File: config.mk
export PLATFORM = sky130hd
export DESIGN_NAME = face_detect_mac_pipe
export DESIGN_NICKNAME = d
export VERILOG_FILES = /design/src/rtl/face_detect_mac_pipe.sv
export SDC_FILE = /design/constraint.sdc
export NUM_CORES = 1
export LEC_CHECK = 0
export ABC_AREA = 0
export BUFFER_PORTS_ARGS = -buffer_cell sky130_fd_sc_hd__buf_2
export CORE_UTILIZATION = 55
export CTS_BUF_LIST = sky130_fd_sc_hd__clkbuf_2 sky130_fd_sc_hd__clkbuf_4 sky130_fd_sc_hd__clkbuf_8
export CTS_CLUSTER_SIZE = 30
export DETAILED_ROUTE_END_ITERATION = 16
export GPL_TIMING_DRIVEN = 1
export PLACE_DENSITY_LB_ADDON = 0.25
export SLEW_MARGIN = 10
export SYNTH_ARGS = -nofsm -noshare
export SYNTH_HDL_FRONTEND = slang
export SYNTH_SLANG_ARGS = --single-unit
File: constraint.sdc
create_clock -name clk -period 4.9 [get_ports clk]
set_input_delay 1.47 -clock clk [delete_from_list [all_inputs] [get_ports clk]]
set_output_delay 1.47 -clock clk [all_outputs]
set_load 0.03 [all_outputs]
File: src/rtl/face_detect_mac_pipe.sv
// Purpose: pipelined multiply-accumulate, pixel x weight with optional running sum, saturation and sticky overflow.
// Latency: NUM_STAGE ce-enabled cycles from input sample to dout/out_valid; one sample per ce-cycle.
// Backpressure: none; ce=0 freezes every register (valids included), so nothing is lost or duplicated.
module face_detect_mac_pipe #(
    parameter int DIN0_WIDTH  = 16,
    parameter int DIN0_SIGNED = 0,
    parameter int DIN1_WIDTH  = 8,
    parameter int DIN1_SIGNED = 1,
    parameter int ACC_WIDTH   = 32,
    parameter int DOUT_WIDTH  = 24,
    parameter int NUM_STAGE   = 4,
    parameter int SAT_EN      = 1
) (
    input  logic                         clk,
    input  logic                         reset,
    input  logic                         ce,
    input  logic                         in_valid,
    input  logic [DIN0_WIDTH-1:0]        din0,
    input  logic [DIN1_WIDTH-1:0]        din1,
    input  logic                         acc_en,
    input  logic                         acc_clr,
    output logic signed [DOUT_WIDTH-1:0] dout,
    output logic                         out_valid,
    output logic                         ovf
);

    // Product width of the one-bit-extended operands; stages 2..NUM_STAGE-1 live in r_pipe.
    localparam int PW = DIN0_WIDTH + DIN1_WIDTH + 2;
    localparam int ND = NUM_STAGE - 2;

    localparam logic [ACC_WIDTH-1:0]        L_ONE  = {{(ACC_WIDTH-1){1'b0}}, 1'b1};
    localparam logic signed [ACC_WIDTH-1:0] L_AMAX = {1'b0, {(ACC_WIDTH-1){1'b1}}};
    localparam logic signed [ACC_WIDTH-1:0] L_AMIN = ~L_AMAX;
    localparam logic signed [ACC_WIDTH-1:0] L_DMAX = (L_ONE << (DOUT_WIDTH-1)) - L_ONE;
    localparam logic signed [ACC_WIDTH-1:0] L_DMIN = ~L_DMAX;

    typedef struct packed {
        logic                 vld;
        logic                 en;
        logic                 clr;
        logic signed [PW-1:0] prod;
    } pipe_t;

    logic [DIN0_WIDTH-1:0]        r_s1_din0;
    logic [DIN1_WIDTH-1:0]        r_s1_din1;
    logic                         r_s1_vld;
    logic                         r_s1_en;
    logic                         r_s1_clr;
    pipe_t                        r_pipe [ND];
    logic signed [ACC_WIDTH-1:0]  r_acc;
    logic signed [DOUT_WIDTH-1:0] r_dout;
    logic                         r_vld;
    logic                         r_ovf;

    logic signed [DIN0_WIDTH:0]   w_a_ext;
    logic signed [DIN1_WIDTH:0]   w_b_ext;
    logic signed [PW-1:0]         w_a_wide;
    logic signed [PW-1:0]         w_b_wide;
    logic signed [PW-1:0]         w_prod;
    pipe_t                        w_s2_nxt;
    pipe_t                        w_last;
    logic signed [ACC_WIDTH-1:0]  w_prod_acc;
    logic signed [ACC_WIDTH:0]    w_sum;
    logic                         w_sum_ovf;
    logic                         w_start;
    logic signed [ACC_WIDTH-1:0]  w_acc_nxt;
    logic                         w_acc_ovf;
    logic signed [DOUT_WIDTH-1:0] w_dout_nxt;
    logic                         w_dout_ovf;
    logic                         w_ovf_nxt;

    // Stage 1: capture operands and per-sample control.
    always_ff @(posedge clk or negedge reset) begin
        if (!reset) begin
            r_s1_din0 <= '0;
            r_s1_din1 <= '0;
            r_s1_vld  <= 1'b0;
            r_s1_en   <= 1'b0;
            r_s1_clr  <= 1'b0;
        end else if (ce) begin
            r_s1_din0 <= din0;
            r_s1_din1 <= din1;
            r_s1_vld  <= in_valid;
            r_s1_en   <= acc_en;
            r_s1_clr  <= acc_clr;
        end
    end

    // One extra bit per operand lets unsigned and signed operands share one signed multiplier.
    assign w_a_ext  = {((DIN0_SIGNED != 0) ? r_s1_din0[DIN0_WIDTH-1] : 1'b0), r_s1_din0};
    assign w_b_ext  = {((DIN1_SIGNED != 0) ? r_s1_din1[DIN1_WIDTH-1] : 1'b0), r_s1_din1};
    assign w_a_wide = PW'(w_a_ext);
    assign w_b_wide = PW'(w_b_ext);
    assign w_prod   = w_a_wide * w_b_wide;
    assign w_s2_nxt = {r_s1_vld, r_s1_en, r_s1_clr, w_prod};

    // Stage 2 registers the product; later entries are pure delay.
    always_ff @(posedge clk or negedge reset) begin
        if (!reset) begin
            for (int i = 0; i < ND; i++) r_pipe[i] <= '0;
        end else if (ce) begin
            r_pipe[0] <= w_s2_nxt;
            for (int i = 1; i < ND; i++) r_pipe[i] <= r_pipe[i-1];
        end
    end

    assign w_last     = r_pipe[ND-1];
    // The true product always fits in DIN0+DIN1+1 signed bits, so narrowing to ACC_WIDTH is lossless.
    assign w_prod_acc = ACC_WIDTH'(w_last.prod);
    assign w_sum      = {r_acc[ACC_WIDTH-1], r_acc} + {w_prod_acc[ACC_WIDTH-1], w_prod_acc};
    assign w_sum_ovf  = w_sum[ACC_WIDTH] ^ w_sum[ACC_WIDTH-1];
    assign w_start    = !w_last.en || w_last.clr;

    // Next accumulator, output value and sticky flag for the sample in the last stage.
    always_comb begin
        w_acc_nxt  = w_prod_acc;
        w_acc_ovf  = 1'b0;
        if (!w_start) begin
            w_acc_nxt = w_sum[ACC_WIDTH-1:0];
            w_acc_ovf = w_sum_ovf;
            if ((SAT_EN != 0) && w_sum_ovf) begin
                w_acc_nxt = w_sum[ACC_WIDTH] ? L_AMIN : L_AMAX;
            end
        end
        w_dout_nxt = w_acc_nxt[DOUT_WIDTH-1:0];
        w_dout_ovf = 1'b0;
        if (SAT_EN != 0) begin
            if (w_acc_nxt > L_DMAX) begin
                w_dout_nxt = L_DMAX[DOUT_WIDTH-1:0];
                w_dout_ovf = 1'b1;
            end else if (w_acc_nxt < L_DMIN) begin
                w_dout_nxt = L_DMIN[DOUT_WIDTH-1:0];
                w_dout_ovf = 1'b1;
            end
        end
        w_ovf_nxt = (w_start ? 1'b0 : r_ovf) | w_acc_ovf | w_dout_ovf;
    end

    // Final stage: bubbles only clear out_valid; acc, dout and ovf hold.
    always_ff @(posedge clk or negedge reset) begin
        if (!reset) begin
            r_acc  <= '0;
            r_dout <= '0;
            r_vld  <= 1'b0;
            r_ovf  <= 1'b0;
        end else if (ce) begin
            r_vld <= w_last.vld;
            if (w_last.vld) begin
                r_acc  <= w_acc_nxt;
                r_dout <= w_dout_nxt;
                r_ovf  <= w_ovf_nxt;
            end
        end
    end

    assign dout      = r_dout;
    assign out_valid = r_vld;
    assign ovf       = r_ovf;

endmodule

==> impl_metrics.toml, run 1 <==
[run_status]
status = "finished with violations"
violations = "negative setup slack"

[logic_synthesis]
synth_area_mm2 = 0.0117
synthDistinctLibCells = 64
synth_fp_nets = 1423
avgSynthCellArea_um2 = 9.61
ys_warn_count = 0
syn_inst = 1215
synth-edff-count = 0
synth_ff_type = "dfrtp_1"
synth-async-reset-ratio = 1.00
ys_ff_latch = 141
ys_seq_area_frac = 0.302

[job]
cap_violations = 0

[timing]
max-slew-margin-rel = 0.348
finalSetupTns_ns = -0.0163
fin_skew_ns = 0.0253
rsz0062_at_grt = "yes"
fin_hold_ws_ns = 0.474
min_period_ns = 4.92
fmax_mhz = 203
maxSlewViolCount = 0
fin_crit_sh = 1.00
hold_violations = 0
fin_ws_ns = -0.0163
setup_viol = 1
worst_pin_slew_ns = 0.977

[finish]
multi_input_area_mm2 = 0.00774
finalNetCount = 1552
n_antenna_cell = 0
final_layout_size_suffix_gt1_frac = 0.262
seq_area_mm2 = 0.00354
fill_cells = 1634
area_growth_syn_to_layout_pct = 16.8

[routing]
ant_nets = 0
wl_per_cell_um = 17.1
drc = 0
drtIter0Drc = 535
drt_pre_antenna_iters = 5
drt_wl_total_um = 27800
vias_per_cell = 5.67
vias = 9228

[worst_setup_path]
r2r_cells = 18
crit_required_ns = 5.25
startpoint_type = "flip-flop"
reg2reg_to = "r_pipe[52]"
r2r-start = "r_s1_din1[4]"
crit_path_end_kind = "flip-flop"
crit_type = "reg -> reg"
cp_max_fo = 7
rrSetupSlack_ns = -0.02
arrival_ns = 5.27

[cts]
numCtsBuffers = 17
clock_path_buffers = 2
tritoncts = "built"
clock-sinks = 141
ctsRootBufferMaster = "clkbuf_8"
path_clk_slew_ns = 0.09
cts.htree.levels = 4
clkLatencyLatePin_ns = 0.47

[worst_hold_path]
hold_class = "reg -> reg"
hold_start = "dout[23]"
holdPathStages = 2
hold_end = "dout[23]"

[placed_design]
gp_congestion = 0.889
io_buffers = 55
dp_hpwl_um = 20800

[die]
pin_count = 56
die_h_um = 148
core_mm2 = 0.0205
initial_core_util = 0.570
die-area_mm2 = 0.0218
die_x_um = 148
rows = 52

[global_route]
grt_use_total = 0.269
grt_pass1_vias = 9404
grt_pass1_wl_um = 46500
grt_util_met2 = 0.434
grt_overflow_total = 0
antenna_found_initial = 0
grtUsageMet3 = 0.0377
grt_max_degree = 101
use_met1 = 0.377
top_usage_layer = "met2"
==> cells in the mapped netlist, drive strengths merged (9+ instances only) <==
cell type,instances,area share
a21o,35,0.022
a21oi,94,0.040
and2,91,0.049
clkbuf,44,0.014
dfrtp,141,0.30
fa,86,0.15
ha,92,0.099
inv,131,0.042
mux2,74,0.071
nand2,79,0.026
nand2b,17,0.0091
nand3,16,0.0069
nor2,48,0.016
nor3,15,0.0064
o21a,9,0.0058
o21ai,86,0.037
xnor2,29,0.022
==> per-stage QoR <==
| stage | cells | setup slack [ns] | instance area, um2 | utilization |
|---|---|---|---|---|
| after floorplan | 1215 | -0.0531 | 11700 | - |
| after global routing | 1627 | -0.200 | 13600 | 0.665 |
| final | 1627 | -0.0163 | 13600 | 0.665 |
| after CTS | 1611 | -0.0319 | 13200 | 0.646 |
| after detailed placement | 1577 | -0.186 | 12800 | 0.624 |
| after global placement | 1577 | -0.123 | 12800 | 0.624 |
==> area by class of cell <==
class | count | share of cell area
multi-input combinational | 892 | 0.568
inverter | 132 | 0.0365
tap | 270 | 0.0248
sequential | 141 | 0.260
timing repair buffer | 160 | 0.0804
clock inverter | 14 | 0.0129
clock buffer | 18 | 0.0177
==> cell usage in the layout (no fill, tap or decap), types with 7 or more instances in the layout <==
master / n
inv_2: 14
buf_6: 8
ha_4: 8
clkbuf_8: 17
fa_1: 82
buf_4: 98
xor2_1: 7
a21o_1: 35
nand2_1: 77
mux2_2: 73
and2_4: 9
dfrtp_2: 13
o21a_1: 9
nor2_1: 46
nand3_1: 16
inv_1: 116
a21oi_1: 87
nand2b_1: 17
o21ai_1: 25
nor3_1: 14
dfrtp_1: 128
nand4_1: 8
xnor2_1: 29
buf_2: 53
ha_1: 79
a31o_2: 7
o21ai_0: 58
and3_1: 8
and2_1: 82
==> flip-flops by register name, indices dropped and copies added (netlist names) <==
| name | cells |
|---|---|
| r_s1_vld | 1 |
| r_s1_din0 | 16 |
| r_acc | 32 |
| out_valid | 1 |
| ovf | 1 |
| r_s1_en | 1 |
| r_s1_din1 | 8 |
| r_s1_clr | 1 |
| dout | 24 |
| r_pipe | 56 |
==> critical path, cell delays in order (launching register included) <==
cell and delay (ns):
dfrtp_2 0.47, buf_6 0.15, and2_1 0.15, fa_1 0.53, inv_1 0.06, fa_1 0.53, fa_1 0.44, fa_1 0.50
inv_2 0.04, ha_4 0.21, or3_4 0.36, o21ai_2 0.07, a21oi_2 0.06, a41o_1 0.29, a221oi_2 0.31, o2111ai_1 0.13
a21oi_1 0.17, xnor2_1 0.09, mux2_4 0.25
==> layer usage <==
| layer | vias to the layer above | part of all wire |
|---|---|---|
| met1 | 4558 | 0.47 |
| li1 | 4388 | - |
| met3 | 43 | 0.049 |
| met2 | 239 | 0.47 |
| met5 | - | 0 |
| met4 | 0 | 0.017 |
==> cells by family after synthesis <==
kind of cell | count (synthesis) | synth area share
AND/OR/NAND/NOR | 311 | 0.138
AO/OA/AOI/OAI | 288 | 0.152
buffers and inverters | 182 | 0.0595
adder cells (fa/ha/maj) | 178 | 0.246
flip-flops | 141 | 0.302
multiplexers | 79 | 0.0756
XOR/XNOR | 36 | 0.0270
==> worst max path at each step <==
stage | to | start | depth (start not counted) | slack [ns]
after floorplan | r_pipe[52] | r_s1_din1[7] | 20 | -0.05
after global placement | r_pipe[52] | r_s1_din1[7] | 19 | -0.12
after detailed placement | r_pipe[52] | r_s1_din1[7] | 19 | -0.19
after CTS | r_pipe[53] | r_s1_din0[1] | 19 | -0.03
after global routing | r_pipe[52] | r_s1_din0[8] | 19 | -0.20
final | r_pipe[52] | r_s1_din1[4] | 18 | -0.02
==> repair_timing <==
| item | CTS | global route |
|---|---|---|
| gates resized for setup | 12 | 83 |
| hold buffers | 0 | 0 |
| buffers inserted | 2 | 17 |
| setup endpoints to repair | 12 | 33 |
| pin swaps | 4 | 63 |
Power of run 1 is left out: the tool's default activity adds up to more than one toggle a clock period on the data nets, which glitch-free logic cannot reach.
==> run 2, diff against run 1 <==
--- a/config.mk
+++ b/config.mk
@@ -12,7 +12,9 @@
 export CTS_CLUSTER_SIZE = 30
 export DETAILED_ROUTE_END_ITERATION = 16
 export GPL_TIMING_DRIVEN = 1
-export PLACE_DENSITY_LB_ADDON = 0.25
+export PLACE_DENSITY = 0.79
+export REMOVE_ABC_BUFFERS = 1
+export SKIP_CTS_REPAIR_TIMING = 1
 export SLEW_MARGIN = 10
 export SYNTH_ARGS = -nofsm -noshare
 export SYNTH_HDL_FRONTEND = slang
==> run 2 against run 1 <==
Effect of this change:
- the flow still finishes with violations (negative setup slack)
- design area grew 0.17%
- clock skew down 0.0069 ns
- sequential share of layout area shrank 0.070 points
- global-route usage fell by 0.37 points
- maximum frequency decreased by 0.62%
==> impl_metrics.toml, run 2 (synthesis results as in run 1) <==
[worst_hold_path]
hold_class = "reg -> reg"
hold_start = "dout[23]"
hold_end = "dout[23]"
holdPathStages = 2

[worst_setup_path]
r2r_cells = 20
reg2reg_to = "r_pipe[50]"
startpoint_type = "flip-flop"
setup.worst_path.start = "r_s1_din1[4]"
rrSetupSlack_ns = -0.05
crit_type = "reg -> reg"
r2r-start = "r_s1_din1[4]"
crit_path_end_kind = "flip-flop"
crit_required_ns = 5.24
arrival_ns = 5.29
cp_max_fo = 6

[placed_design]
place_area_mm2 = 0.0128
gp_congestion = 0.886
dp_hpwl_um = 20400
io_buffers = 55

[timing]
min_period_ns = 4.95
fmax_mhz = 202
max-slew-margin-rel = 0.341
fin_skew_ns = 0.0184
rsz0062_at_grt = "yes"
fin_crit_sh = 1.01
setup_viol = 1
worst_pin_slew_ns = 0.988
hold_violations = 0
fin_ws_ns = -0.0471
maxSlewViolCount = 0

[routing]
drtIter0Drc = 592
drc = 0
ant_nets = 0
vias_per_cell = 5.76
vias = 9382
wl_per_cell_um = 17.3
drt_wl_total_um = 28100
drt_pre_antenna_iters = 5

[finish]
stdcell_area_mm2 = 0.0137
layout_common_cells = "131 x dfrtp_1, 120 x inv_1, 106 x buf_4"
final_layout_size_suffix_gt1_frac = 0.258
largest_reg_flops = 56
area_growth_syn_to_layout_pct = 17.0
n_antenna_cell = 0
fill_cells = 1550
finalNetCount = 1557
mostFrequentLayoutCell = "dfrtp_1"
max_flop_register = "r_pipe"

[cts]
clock-sinks = 141
numCtsBuffers = 17
tritoncts = "built"
ctsRootBufferMaster = "clkbuf_8"
clock_path_buffers = 2
clkLatencyLatePin_ns = 0.46
cts.htree.levels = 4
path_clk_slew_ns = 0.09

[die]
die_h_um = 148
die_x_um = 148
rows = 52
initial_core_util = 0.570
core_mm2 = 0.0205
die-area_mm2 = 0.0218
pin_count = 56

[global_route]
grtUsageMet3 = 0.0380
use_met1 = 0.369
grt_overflow_total = 0
grt_pass1_vias = 9484
grt_util_met2 = 0.432
grt_max_degree = 105
grt_pass1_wl_um = 46200
grt_use_total = 0.265
top_usage_layer = "met2"
antenna_found_initial = 0

[run_status]
violations = "negative setup slack"
status = "finished with violations"

[job]
cap_violations = 0
run 2: cell count changes in the layout (fill, tap and decap cells not counted), moves of 3 or more:
cell	change
fa_1	-3
dfrtp_2	-3
fa_2	+3
buf_4	+8
inv_1	+4
inv_2	-4
inv_8	-3
clkinv_4	+3
clkinv_2	+3
and2_4	-3
inv_6	-4
and2_1	+3
dfrtp_1	+3
buf_6	-3
run 2: stage by stage:
stage / utilization / setup TNS [ns] / setup slack [ns] / instances / hold WS (ns)
floorplan: - / -0.554 / -0.259 / 1165 / 0.446
global placement: 0.625 / -0.654 / -0.188 / 1584 / 0.455
detailed placement: 0.625 / -1.56 / -0.366 / 1584 / 0.459
CTS: 0.644 / -1.73 / -0.373 / 1613 / 0.481
global route: 0.666 / -0.936 / -0.236 / 1629 / 0.505
finish: 0.666 / -0.0471 / -0.0471 / 1629 / 0.478
run 2: worst max-delay path by stage:
stage,to,slack [ns],cells past startpoint
after floorplan,r_pipe[52],-0.26,19
after global placement,r_pipe[50],-0.19,18
after detailed placement,r_pipe[50],-0.37,18
after CTS,r_pipe[50],-0.37,18
after global routing,r_pipe[50],-0.24,23
final,r_pipe[50],-0.05,20
run 2: worst max-delay path: stages (launching register included):
cell      delay, ns
dfrtp_2        0.48
buf_6          0.16
and2_4         0.14
fa_2           0.56
inv_2          0.04
fa_2           0.36
fa_1           0.52
inv_1          0.05
fa_1           0.52
ha_4           0.22
a21oi_4        0.18
nor2b_4        0.06
a41oi_2        0.20
a21oi_2        0.11
a41o_1         0.22
a221oi_2       0.30
buf_4          0.17
o21bai_1       0.08
a21oi_2        0.14
xnor2_1        0.08
mux2_4         0.26
run 2: routing by layer:
layer,up-vias,wire length (um)
met5,-,0
li1,4394,-
met3,46,1190
met2,237,13600
met1,4705,12800
met4,0,523
run 2: cell type report:
type	instances	area, um2	share of cell area
clock buffers	19	262	0.0191
clock inverters	10	118	0.00861
inverters	132	498	0.0365
multi-input cells	892	7770	0.569
flip-flops and latches	141	3540	0.259
well taps	270	338	0.0247
repair buffers	165	1140	0.0833
Power of run 2 is left out for the same reason.
